### config.mk
export PLATFORM = sky130hd
export DESIGN_NAME = sm_dot_accumulator_flat
export DESIGN_NICKNAME = d
export VERILOG_FILES = /design/src/rtl/sm_dot_accumulator_if.sv /design/src/rtl/sm_dot_accumulator.sv /design/src/flat_wrapper.sv
export SDC_FILE = /design/constraint.sdc
export NUM_CORES = 1
export LEC_CHECK = 0
export ABC_AREA = 1
export CORE_MARGIN = 5
export CORE_UTILIZATION = 45
export CTS_CLUSTER_SIZE = 16
export DETAILED_ROUTE_END_ITERATION = 8
export PLACE_DENSITY_LB_ADDON = 0.3
export SKIP_CTS_REPAIR_TIMING = 1
export SLEW_MARGIN = 20
export SYNTH_ARGS = -nofsm -noshare
export SYNTH_HDL_FRONTEND = slang
export SYNTH_SLANG_ARGS = --single-unit
export TNS_END_PERCENT = 10
### constraint.sdc
create_clock -name clk -period 5.1 [get_ports clk]
set_input_delay 0.765 -clock clk [delete_from_list [all_inputs] [get_ports clk]]
set_output_delay 0.765 -clock clk [all_outputs]
set_load 0.03 [all_outputs]
### src/rtl/sm_dot_accumulator_if.sv
// Handshake bundle between a sign-magnitude product stream, its job control,
// and the dot-product accumulator.
interface sm_dot_accumulator_if #(
    parameter int W     = 24,
    parameter int LEN_W = 5
);
    logic             start;
    logic [LEN_W-1:0] len;
    logic             in_valid;
    logic             in_ready;
    logic [W-1:0]     in_sm;
    logic             out_valid;
    logic             out_ready;
    logic [W-1:0]     out_sm;
    logic             out_sat;
    logic             busy;

    modport master (
        output start, len, in_valid, in_sm, out_ready,
        input  in_ready, out_valid, out_sm, out_sat, busy
    );

    modport slave (
        input  start, len, in_valid, in_sm, out_ready,
        output in_ready, out_valid, out_sm, out_sat, busy
    );
endinterface

### src/rtl/sm_dot_accumulator.sv
// Sums a programmed number of sign-magnitude Q(FRAC) products in a wide
// two's-complement register and emits one saturated sign-magnitude result per job.
module sm_dot_accumulator #(
    parameter int W       = 24,
    parameter int FRAC    = 14,
    parameter int MAX_LEN = 16,
    parameter int LEN_W   = 5
) (
    input  logic clk,
    input  logic rst_n,
    sm_dot_accumulator_if.slave bus
);
    localparam int G     = $clog2(MAX_LEN);
    localparam int ACC_W = W + G;

    if (FRAC >= W || (1 << LEN_W) <= MAX_LEN) begin : g_bad_params
        $error("sm_dot_accumulator: FRAC must be < W and 2^LEN_W must exceed MAX_LEN");
    end

    typedef enum logic [1:0] {IDLE, ACCUM, DONE} state_t;

    state_t             state, state_d;
    logic [ACC_W-1:0]   acc, acc_d;
    logic [LEN_W-1:0]   cnt, cnt_d;
    logic [W-1:0]       res_sm, res_sm_d;
    logic               res_sat, res_sat_d;
    logic               in_ready_q, out_valid_q, busy_q;

    logic [ACC_W-1:0]   term_mag, term, sum;
    logic               sum_neg;
    logic [ACC_W-1:0]   sum_abs;

    // -0 needs no special case: a zero magnitude negates to zero.
    assign term_mag = {{(ACC_W-W+1){1'b0}}, bus.in_sm[W-2:0]};
    assign term     = bus.in_sm[W-1] ? (~term_mag + 1'b1) : term_mag;
    assign sum      = acc + term;
    assign sum_neg  = sum[ACC_W-1];
    assign sum_abs  = sum_neg ? (~sum + 1'b1) : sum;

    // NOTE: every variable gets a default before the case so no path leaves
    // one unassigned, which would otherwise infer a latch.
    always_comb begin
        state_d   = state;
        acc_d     = acc;
        cnt_d     = cnt;
        res_sm_d  = res_sm;
        res_sat_d = res_sat;
        unique case (state)
            IDLE: begin
                if (bus.start) begin
                    if (bus.len == '0) begin
                        res_sm_d  = '0;
                        res_sat_d = 1'b0;
                        state_d   = DONE;
                    end else begin
                        acc_d   = '0;
                        cnt_d   = (bus.len > LEN_W'(MAX_LEN)) ? LEN_W'(MAX_LEN) : bus.len;
                        state_d = ACCUM;
                    end
                end
            end
            ACCUM: begin
                if (bus.in_valid && in_ready_q) begin
                    acc_d = sum;
                    cnt_d = cnt - 1'b1;
                    if (cnt == LEN_W'(1)) begin
                        // Anything above the W-1 magnitude bits means saturation.
                        if (sum_abs[ACC_W-1:W-1] != '0) begin
                            res_sm_d  = {sum_neg, {(W-1){1'b1}}};
                            res_sat_d = 1'b1;
                        end else begin
                            res_sm_d  = {sum_neg, sum_abs[W-2:0]};
                            res_sat_d = 1'b0;
                        end
                        state_d = DONE;
                    end
                end
            end
            DONE: begin
                if (bus.out_ready) state_d = IDLE;
            end
            default: state_d = IDLE;
        endcase
    end

    // NOTE: state uses non-blocking assignments so every register samples
    // pre-edge values regardless of statement order.
    // NOTE: all state, including the accumulator, is cleared by reset so a job
    // aborted by rst_n leaves no partial sum behind.
    always_ff @(posedge clk or negedge rst_n) begin
        if (!rst_n) begin
            state       <= IDLE;
            acc         <= '0;
            cnt         <= '0;
            res_sm      <= '0;
            res_sat     <= 1'b0;
            in_ready_q  <= 1'b0;
            out_valid_q <= 1'b0;
            busy_q      <= 1'b0;
        end else begin
            state       <= state_d;
            acc         <= acc_d;
            cnt         <= cnt_d;
            res_sm      <= res_sm_d;
            res_sat     <= res_sat_d;
            in_ready_q  <= (state_d == ACCUM);
            out_valid_q <= (state_d == DONE);
            busy_q      <= (state_d != IDLE);
        end
    end

    assign bus.in_ready  = in_ready_q;
    assign bus.out_valid = out_valid_q;
    assign bus.out_sm    = res_sm;
    assign bus.out_sat   = res_sat;
    assign bus.busy      = busy_q;
endmodule

### src/flat_wrapper.sv
// flat-port wrapper written by rule: the top's interface ports become plain ports
module sm_dot_accumulator_flat 
#(
    parameter int W       = 24,
    parameter int FRAC    = 14,
    parameter int MAX_LEN = 16,
    parameter int LEN_W   = 5
)
  (clk, rst_n, bus_start, bus_len, bus_in_valid, bus_in_sm, bus_out_ready, bus_in_ready, bus_out_valid, bus_out_sm, bus_out_sat, bus_busy);
  sm_dot_accumulator_if #(.W(W), .LEN_W(LEN_W)) bus_i ();
  input  logic clk;
  input  logic rst_n;
  input wire logic [$bits(bus_i.start)-1:0] bus_start;
  input wire logic [$bits(bus_i.len)-1:0] bus_len;
  input wire logic [$bits(bus_i.in_valid)-1:0] bus_in_valid;
  input wire logic [$bits(bus_i.in_sm)-1:0] bus_in_sm;
  input wire logic [$bits(bus_i.out_ready)-1:0] bus_out_ready;
  output wire logic [$bits(bus_i.in_ready)-1:0] bus_in_ready;
  output wire logic [$bits(bus_i.out_valid)-1:0] bus_out_valid;
  output wire logic [$bits(bus_i.out_sm)-1:0] bus_out_sm;
  output wire logic [$bits(bus_i.out_sat)-1:0] bus_out_sat;
  output wire logic [$bits(bus_i.busy)-1:0] bus_busy;
  assign bus_i.start = bus_start;
  assign bus_i.len = bus_len;
  assign bus_i.in_valid = bus_in_valid;
  assign bus_i.in_sm = bus_in_sm;
  assign bus_i.out_ready = bus_out_ready;
  assign bus_in_ready = bus_i.in_ready;
  assign bus_out_valid = bus_i.out_valid;
  assign bus_out_sm = bus_i.out_sm;
  assign bus_out_sat = bus_i.out_sat;
  assign bus_busy = bus_i.busy;
  sm_dot_accumulator #(.W(W), .FRAC(FRAC), .MAX_LEN(MAX_LEN), .LEN_W(LEN_W)) u_core (.clk(clk), .rst_n(rst_n), .bus(bus_i));
endmodule
Word-level counts from Yosys, hierarchy flattened
Index checks and enable logic that the tools add are counted.
{"block": "classes", "addsub": 4, "muxes": 29, "n_eq_ne": 10, "magnitude_cmp": 1, "n_bitwise": 2, "reduce_logical": 8}
{"op": "28-bit two-way mux", "count": 5}
{"op": "24-bit two-way mux", "count": 4}
{"op": "28-bit by 1-bit adder with 28-bit output, second input constant", "count": 2}
{"op": "28-bit case mux with 2 select lines", "count": 1}
{"op": "24-bit case mux with 2 select lines", "count": 1}
{"op": "28-bit adder", "count": 1}
{"op": "23-bit inverter with 28-bit output", "count": 1}
{"op": "28-bit inverter", "count": 1}
{"op": "23-bit two-way mux", "count": 1}
{"op": "5-bit two-way mux", "count": 4}
{"op": "2-bit two-way mux", "count": 5}
{"op": "5-bit case mux with 2 select lines", "count": 1}
{"op": "2-bit by 1-bit inequality test with 1-bit output, second input constant", "count": 3}
{"op": "2-bit case mux with 3 select lines", "count": 1}
{"op": "5-bit by 1-bit == test with 1-bit output, second input constant", "count": 1}
{"op": "5-bit greater-than comparator, second input constant", "count": 1}
{"op": "5-bit zero test", "count": 1}
{"op": "1-bit two-way mux", "count": 5}
{"op": "5-bit AND reduction", "count": 1}
{"op": "5-bit nonzero test", "count": 1}
{"op": "5-bit by 1-bit subtractor with 5-bit output, second input constant", "count": 1}
{"op": "2-bit by 1-bit == test with 1-bit output, second input constant", "count": 2}
{"op": "2-bit == test, second input constant", "count": 2}
{"op": "2-bit inequality test, second input constant", "count": 2}
{"op": "other kinds (5)", "count": 6}
{"block": "word_totals", "word_cells": 62, "out_inout_bits": 28, "inputBits": 34, "reg_bits": 63}

Longest topological paths before layout
Gate-level depths: netlist of run 1.
{"block": "logic_depth", "ltp_word": 12, "mapped_depth": 32, "mapped_depth_nobuf": 31}

Worst setup path before layout of run 1
Ideal clock, no wire load.
{"block": "synth_path", "path_kind": "input -> register", "startpoint": "in bus_in_sm[1]", "endpoint": "reg u_core.res_sm[0], in the netlist u_core.bus.out_sm[0]", "setup_ps": 121, "path_stages": 27, "slack_ps": 723, "arrival_ps": 4255, "required_time_ps": 4979, "n_path_buf": 1, "path_cell_list": "inv_1 > ha_1 > nand4_1 > nor4_1 > nand3_1 > o41ai_1 > o21ai_0 > xor2_1 > ha_1 > nand2_1 > nor2_1 > nand2_1 > nor2_1 > nand2_1 > nand4_1 > nand2_1 > nor2_1 > nand2_1 > nor2_1 > nand2_1 > nand3_1 > nand2_1 > nor2_1 > nand2_2 > nand2_4 > buf_12 > nand2_2"}
{"block": "synth_via", "elab_chain_cells": 12}
{"item": "start, declared", "line_no": "flat_wrapper.sv:16", "text": "input wire logic [$bits(bus_i.in_sm)-1:0] bus_in_sm;"}
{"item": "23-bit inverter with 28-bit output", "line_no": "sm_dot_accumulator.sv:35", "text": "assign term = bus.in_sm[W-1] ? (~term_mag + 1'b1) : term_mag;"}
{"item": "28-bit by 1-bit adder with 28-bit output", "line_no": "sm_dot_accumulator.sv:35"}
{"item": "28-bit two-way mux (*)", "line_no": "sm_dot_accumulator.sv:35"}
{"item": "28-bit adder (*)", "line_no": "sm_dot_accumulator.sv:36", "text": "assign sum = acc + term;"}
{"item": "28-bit inverter", "line_no": "sm_dot_accumulator.sv:38", "text": "assign sum_abs = sum_neg ? (~sum + 1'b1) : sum;"}
{"item": "28-bit by 1-bit adder with 28-bit output", "line_no": "sm_dot_accumulator.sv:38"}
{"item": "28-bit two-way mux (*)", "line_no": "sm_dot_accumulator.sv:38"}
{"item": "5-bit nonzero test", "line_no": "sm_dot_accumulator.sv:68", "text": "if (sum_abs[ACC_W-1:W-1] != '0) begin"}
{"item": "23-bit two-way mux (*)", "line_no": "sm_dot_accumulator.sv:68"}
{"item": "24-bit two-way mux (*)", "line_no": "sm_dot_accumulator.sv:66", "text": "if (cnt == LEN_W'(1)) begin"}
{"item": "24-bit two-way mux (*)", "line_no": "sm_dot_accumulator.sv:63", "text": "if (bus.in_valid && in_ready_q) begin"}
{"item": "24-bit case mux with 2 select lines (*)", "line_no": "sm_dot_accumulator.sv:48", "text": "unique case (state)"}
{"item": "end signal, assigned", "line_no": "sm_dot_accumulator.sv:104", "text": "res_sm <= res_sm_d;"}
{"item": "end, declared", "line_no": "sm_dot_accumulator.sv:25", "text": "logic [W-1:0] res_sm, res_sm_d;"}
Every way passes the cells marked *; elsewhere a longest branch is shown, timed or not. The select of a mux whose other input is x is not followed.
A chain may end at the register's enable or synchronous reset.

Final worst setup path of run 1
{"block": "layout_path", "startpoint": "in bus_in_sm[0]", "endpoint": "reg u_core.res_sm[19], in the netlist u_core.bus.out_sm[19]"}
Same word-level chain as after synthesis.

==> results of run 1 <==
power groups by stage:
stage | clock network (mW) | logic [mW] | registers [mW]
detailed placement | 0 | 2.51 | 0.736
global placement | 0 | 2.48 | 0.736
global route | 0.718 | 2.95 | 0.749
CTS | 0.696 | 2.54 | 0.730
finish | 0.690 | 2.63 | 0.732
floorplan | 0 | 1.57 | 0.817
state kept, by name, summed over array words and instances, names as in the netlist:
register              flops
u_core.acc               28
u_core.bus.busy           1
u_core.bus.in_ready       1
u_core.bus.out_sat        1
u_core.bus.out_sm        24
u_core.bus.out_valid      1
u_core.cnt                5
u_core.state              2
stage by stage:
stage	cell area, um2	hold WS, ps	std cells	util	power, mW
global placement	7680	468	1348	0.551	3.22
global route	8160	521	1366	0.586	4.42
floorplan	6430	456	1056	-	2.38
finish	8160	489	1366	0.586	4.06
CTS	8010	495	1364	0.575	3.96
detailed placement	7680	475	1348	0.551	3.25
final timing paths:
path                                           start                           endpoint  cells past startpoint  slack (ps)
max                                     bus_in_sm[0]  u_core.bus.out_sm[19]$_DFFE_PN0P_                     30         350
min                        u_core.acc[8]$_DFFE_PN0P_          u_core.acc[8]$_DFFE_PN0P_                      2         490
max reg2reg                u_core.acc[0]$_DFFE_PN0P_  u_core.bus.out_sm[19]$_DFFE_PN0P_                     24        1820
min reg2reg                u_core.acc[8]$_DFFE_PN0P_          u_core.acc[8]$_DFFE_PN0P_                      2         490
max in group asynchronous                      rst_n         u_core.acc[24]$_DFFE_PN0P_                      2        3970
min in group asynchronous                      rst_n          u_core.bus.busy$_DFF_PN0_                      2         610
layout make-up:
cell class                 count  area, um2  share of cell area
tap                          180        225              0.0276
inverter                     180        676              0.0828
clock buffer                   9        225              0.0276
timing repair buffer         131       1160               0.142
sequential                    63       1580               0.193
clock inverter                 7        103              0.0126
multi-input combinational    796       4200               0.514
cells by family (layout without fill, tap and decap cells):
kind of cell    Yosys count  in the layout  share of synthesized area
fa+ha+maj                35             35                     0.0692
buf+inv                 197            327                      0.123
simple gates            617            617                      0.431
flops                    63             63                      0.245
xor+xnor                 22             22                     0.0299
compound gates          122            122                      0.101
metal layers:
metal	up-vias	track usage	part of all wire
li1	3563	-	-
met1	3030	0.339	0.50
met2	211	0.348	0.41
met3	29	0.0392	0.073
met4	0	0.0666	0.020
met5	-	0	0
cells in the final DEF (no fill, tap or decap), drive strengths merged, types with 2 or more instances in the layout:
master / Yosys / final
clkbuf: 11 / 9
clkdlybuf4s50: 0 / 60
o31ai: 3 / 3
dfrtp: 63 / 63
nand3b: 6 / 6
a21oi: 36 / 36
ha: 34 / 34
o21bai: 2 / 2
o21ai: 72 / 72
a32oi: 3 / 3
xor2: 15 / 15
o22ai: 2 / 2
clkinv: 3 / 4
nor3: 13 / 13
nand4: 22 / 22
nand2: 409 / 409
inv: 177 / 180
and2: 2 / 2
nor2: 89 / 89
nor4: 2 / 2
xnor2: 7 / 7
or2: 3 / 3
bufinv: 0 / 2
buf: 6 / 71
nand3: 71 / 71
worst max-delay path, delay by kind of cell:
kind	cells	cell delay, ps
adders and majority gates	1	290
AOI/OAI and AO/OA	3	600
xor gates and xnor gates	1	220
and+or+nand+nor	21	2250
buffers and inverters	4	850
==> impl_metrics.env, run 1 <==
export IMPL_post_place_ws_ps=-228
export IMPL_drc=0
export IMPL_clkTransAtPathRegs_ps=60
export IMPL_ir_drop_v=0.000247
export IMPL_drive_above_1_share=0.169
export IMPL_fin_ws_ps=353
export IMPL_viasPerCell=5.00
export IMPL_cts_buffers=9
export IMPL_vias=6833
export IMPL_start_util=0.462
export IMPL_worstPathArrival_ps=4970
export IMPL_drt_iter0_drc=471
export IMPL_clock_path_buffers=2
export IMPL_grt_max_degree=64
export IMPL_drv_slew=0
export IMPL_path_class="in2reg"
export IMPL_pwr_share_clk=0.170
export IMPL_synth_area_leaders="dfrtp_1 (24%), nand2_1 (21%), inv_1 (9.9%)"
export IMPL_finalSetupViolCount=0
export IMPL_io_buffers=61
export IMPL_root_buffer="clkbuf_16"
export IMPL_syn_avg_cell_area_um2=6.09
export IMPL_status="finished clean"
export IMPL_crit_slowest_cell="clkdlybuf4s50_1"
export IMPL_groute_usage_overall=0.231
export IMPL_die_x_um=130
export IMPL_p_int_mw=2.05
export IMPL_crit_path_end_kind="register"
export IMPL_power_switching_mw=2.01
export IMPL_period_share=0.931
export IMPL_seq_area_frac_synth=0.245
export IMPL_ys_seq_elements=63
export IMPL_pin_count=62
export IMPL_die_h_um=130
export IMPL_first_pass_iters=5
export IMPL_tns_ps=0
export IMPL_nets=1250
export IMPL_num_rows=43
export IMPL_syn_nets=1125
export IMPL_slew_headroom=0.300
export IMPL_synthDistinctLibCells=43
export IMPL_ys_async_sr_fraction=1.00
export IMPL_core_area_um2=13900
export IMPL_diodes=0
export IMPL_skew_ps=7.61
export IMPL_holdCritPathClass="reg2reg"
export IMPL_netlist_area_leader_share=0.245
export IMPL_synth_edf_count=0
export IMPL_synth_cell_area_um2=6430
export IMPL_clock_latency_ps=340
export IMPL_detail_route_antenna_nets=0
export IMPL_power_density_nw_per_um2=497
export IMPL_synth_most_common_cell="nand2_1"
export IMPL_worstPathRequired_ps=5320
export IMPL_worstMarginPinSlew_ps=1050
export IMPL_synth_commonest_cells="nand2_1 (359), inv_1 (170), o21ai_0 (71)"
export IMPL_grt_pass1_vias=6641
export IMPL_hold_viol_final=0
export IMPL_synthFlopType="dfrtp_1"
export IMPL_cts_max_level=3
export IMPL_critPathMostFrequentCell="nand2_1"
export IMPL_area_growth_pct=26.8
export IMPL_wl_um=18600
export IMPL_cts_tree="done"
export IMPL_dp_final_hpwl_um=14600
export IMPL_gp_congestion=0.911
export IMPL_worstPathMaxFanout=14
export IMPL_startpoint_type="input pin"
export IMPL_antenna_found_initial=0
export IMPL_netSwitchingFraction=0.495
export IMPL_cts_num_sinks=63
export IMPL_overflow=0
export IMPL_grt_pass1_wl_um=31200
export IMPL_max_freq_ghz=0.211
export IMPL_maxCapViolations=0
export IMPL_yosysWarnings=0
export IMPL_leakage_nw=4.42
export IMPL_wl_per_cell_um=13.6
export IMPL_power_frac_comb=0.649
export IMPL_nFillCells=1349
export IMPL_yosysTopAreaCell="dfrtp_1"
export IMPL_seq_power_share=0.180
export IMPL_critPathMaxStageDelay_ps=460
export IMPL_netlist_instances=1056
export IMPL_die_area_um2=16800
export IMPL_finalCriticalPeriod_ps=4750
No activity file was read; power rests on OpenSTA's default activity.
==> run 2: changes to the inputs <==
- CORE_MARGIN: 5 -> 10
==> run 2 against run 1 <==
  * Total power down 1.4%
  * Setup slack worse by 8.1 ps
  * Die area up 16%
  * Clock skew about the same
  * First-iteration DRC count down 0.64%
  * Non-clock buffer count up 10
  * Count of clock-buffer cells in the layout unchanged
  * Via count up 1.8%
  * Critical path depth up 2
  * Critical path type unchanged
  * Wire length up 3.5%
  * Hold slack worse by 4.1 ps
==> impl_metrics.env, run 2 (synthesis gave the netlist of run 1 again) <==
export IMPL_status="finished clean"
export IMPL_max_freq_ghz=0.210
export IMPL_root_buffer="clkbuf_16"
export IMPL_startpoint_type="input pin"
export IMPL_layout_common_cells="nand2_1 (355), inv_1 (170), buf_4 (77)"
export IMPL_drv_slew=0
export IMPL_tns_ps=0
export IMPL_nets=1260
export IMPL_gp_congestion=0.905
export IMPL_power_density_nw_per_um2=485
export IMPL_critPathMaxStageDelay_ps=440
export IMPL_finalSetupViolCount=0
export IMPL_path_class="in2reg"
export IMPL_io_buffers=61
export IMPL_grt_pass1_vias=6707
export IMPL_final_common_cell="nand2_1"
export IMPL_cts_max_level=3
export IMPL_crit_path_end_kind="register"
export IMPL_drt_iter0_drc=468
export IMPL_wl_per_cell_um=14.0
export IMPL_critPathMostFrequentCell="nand2_1"
export IMPL_holdCritPathClass="reg2reg"
export IMPL_pin_count=62
export IMPL_skew_ps=7.32
export IMPL_hold_viol_final=0
export IMPL_worstPathMaxFanout=7
export IMPL_overflow=0
export IMPL_num_rows=43
export IMPL_maxCapViolations=0
export IMPL_dp_final_hpwl_um=14900
export IMPL_worstPathRequired_ps=5320
export IMPL_area_growth_pct=28.1
export IMPL_multiInputGateArea_um2=4220
export IMPL_fin_ws_ps=345
export IMPL_start_util=0.462
export IMPL_clkTransAtPathRegs_ps=50
export IMPL_die_x_um=140
export IMPL_regMostFlops="u_core.acc"
export IMPL_drc=0
export IMPL_post_place_ws_ps=-196
export IMPL_drive_above_1_share=0.176
export IMPL_worstMarginPinSlew_ps=1050
export IMPL_die_area_um2=19500
export IMPL_viasPerCell=5.06
export IMPL_largest_reg_flops=28
export IMPL_worstPathArrival_ps=4970
export IMPL_slew_headroom=0.300
export IMPL_clock_path_buffers=2
export IMPL_crit_slowest_cell="clkdlybuf4s50_1"
export IMPL_diodes=0
export IMPL_regArea_um2=1580
export IMPL_wl_um=19200
export IMPL_cts_buffers=9
export IMPL_vias=6959
export IMPL_period_share=0.932
export IMPL_grt_max_degree=64
export IMPL_nFillCells=1342
export IMPL_finalCriticalPeriod_ps=4750
export IMPL_ir_drop_v=0.000273
export IMPL_groute_usage_overall=0.194
export IMPL_first_pass_iters=5
export IMPL_cts_num_sinks=63
export IMPL_clock_latency_ps=340
export IMPL_grt_pass1_wl_um=31700
export IMPL_die_h_um=140
export IMPL_core_area_um2=13900
export IMPL_leakage_nw=4.48
export IMPL_detail_route_antenna_nets=0
export IMPL_antenna_found_initial=0
export IMPL_cts_tree="done"
## run 2: through the flow
| stage | cell area (um2) | hold slack [ps] | instances | util | power, mW |
|---|---|---|---|---|---|
| 6_report | 8250 | 485 | 1376 | 0.592 | 4.00 |
| 5_1_grt | 8250 | 516 | 1376 | 0.592 | 4.36 |
| 4_1_cts | 8060 | 491 | 1372 | 0.579 | 3.91 |
| 3_5_place_dp | 7760 | 472 | 1356 | 0.557 | 3.25 |
| 3_3_place_gp | 7760 | 475 | 1356 | 0.557 | 3.22 |
| 2_1_floorplan | 6430 | 456 | 1056 | - | 2.38 |
## run 2: metal layers
layer / global-route usage / up-vias / part of all wire
met5: 0 / - / 0
met4: 0.0636 / 0 / 0.018
met3: 0.0357 / 21 / 0.082
met2: 0.292 / 222 / 0.41
met1: 0.272 / 3126 / 0.49
li1: - / 3590 / -
## run 2: path summary, 6_finish.rpt
kind                                                start  depth (start not counted)  slack [ps]                                end
hold / removal             u_core.bus.out_sat$_DFFE_PN0P_                          2         480     u_core.bus.out_sat$_DFFE_PN0P_
setup / recovery                             bus_in_sm[2]                         32         350  u_core.bus.out_sm[18]$_DFFE_PN0P_
min in group asynchronous                           rst_n                          2         610          u_core.bus.busy$_DFF_PN0_
hold reg to reg            u_core.bus.out_sat$_DFFE_PN0P_                          2         480     u_core.bus.out_sat$_DFFE_PN0P_
max in group asynchronous                           rst_n                          2        3950         u_core.acc[19]$_DFFE_PN0P_
setup reg to reg                u_core.acc[0]$_DFFE_PN0P_                         22        1800  u_core.bus.out_sm[18]$_DFFE_PN0P_
## run 2: final cells by class
class,instances,area share
Clock buffer,9,0.0273
Clock inverter,7,0.00956
Timing Repair Buffer,141,0.151
Inverter,180,0.0819
Sequential cell,63,0.191
Multi-Input combinational cell,796,0.512
Tap cell,180,0.0273
## run 2: critical path: cells and delay by family
kind            cells  cell delay [ps]
xor+xnor            1              170
buf+inv             5              830
compound gates      3              560
fa+ha+maj           1              320
simple gates       22             2340
## run 2: power by group
group	internal [mW]	switching, mW	leakage [nW]
combinational	0.967	1.66	3.49
sequential	0.643	0.0898	0.841
clock	0.383	0.254	0.150
total	1.99	2.01	4.48
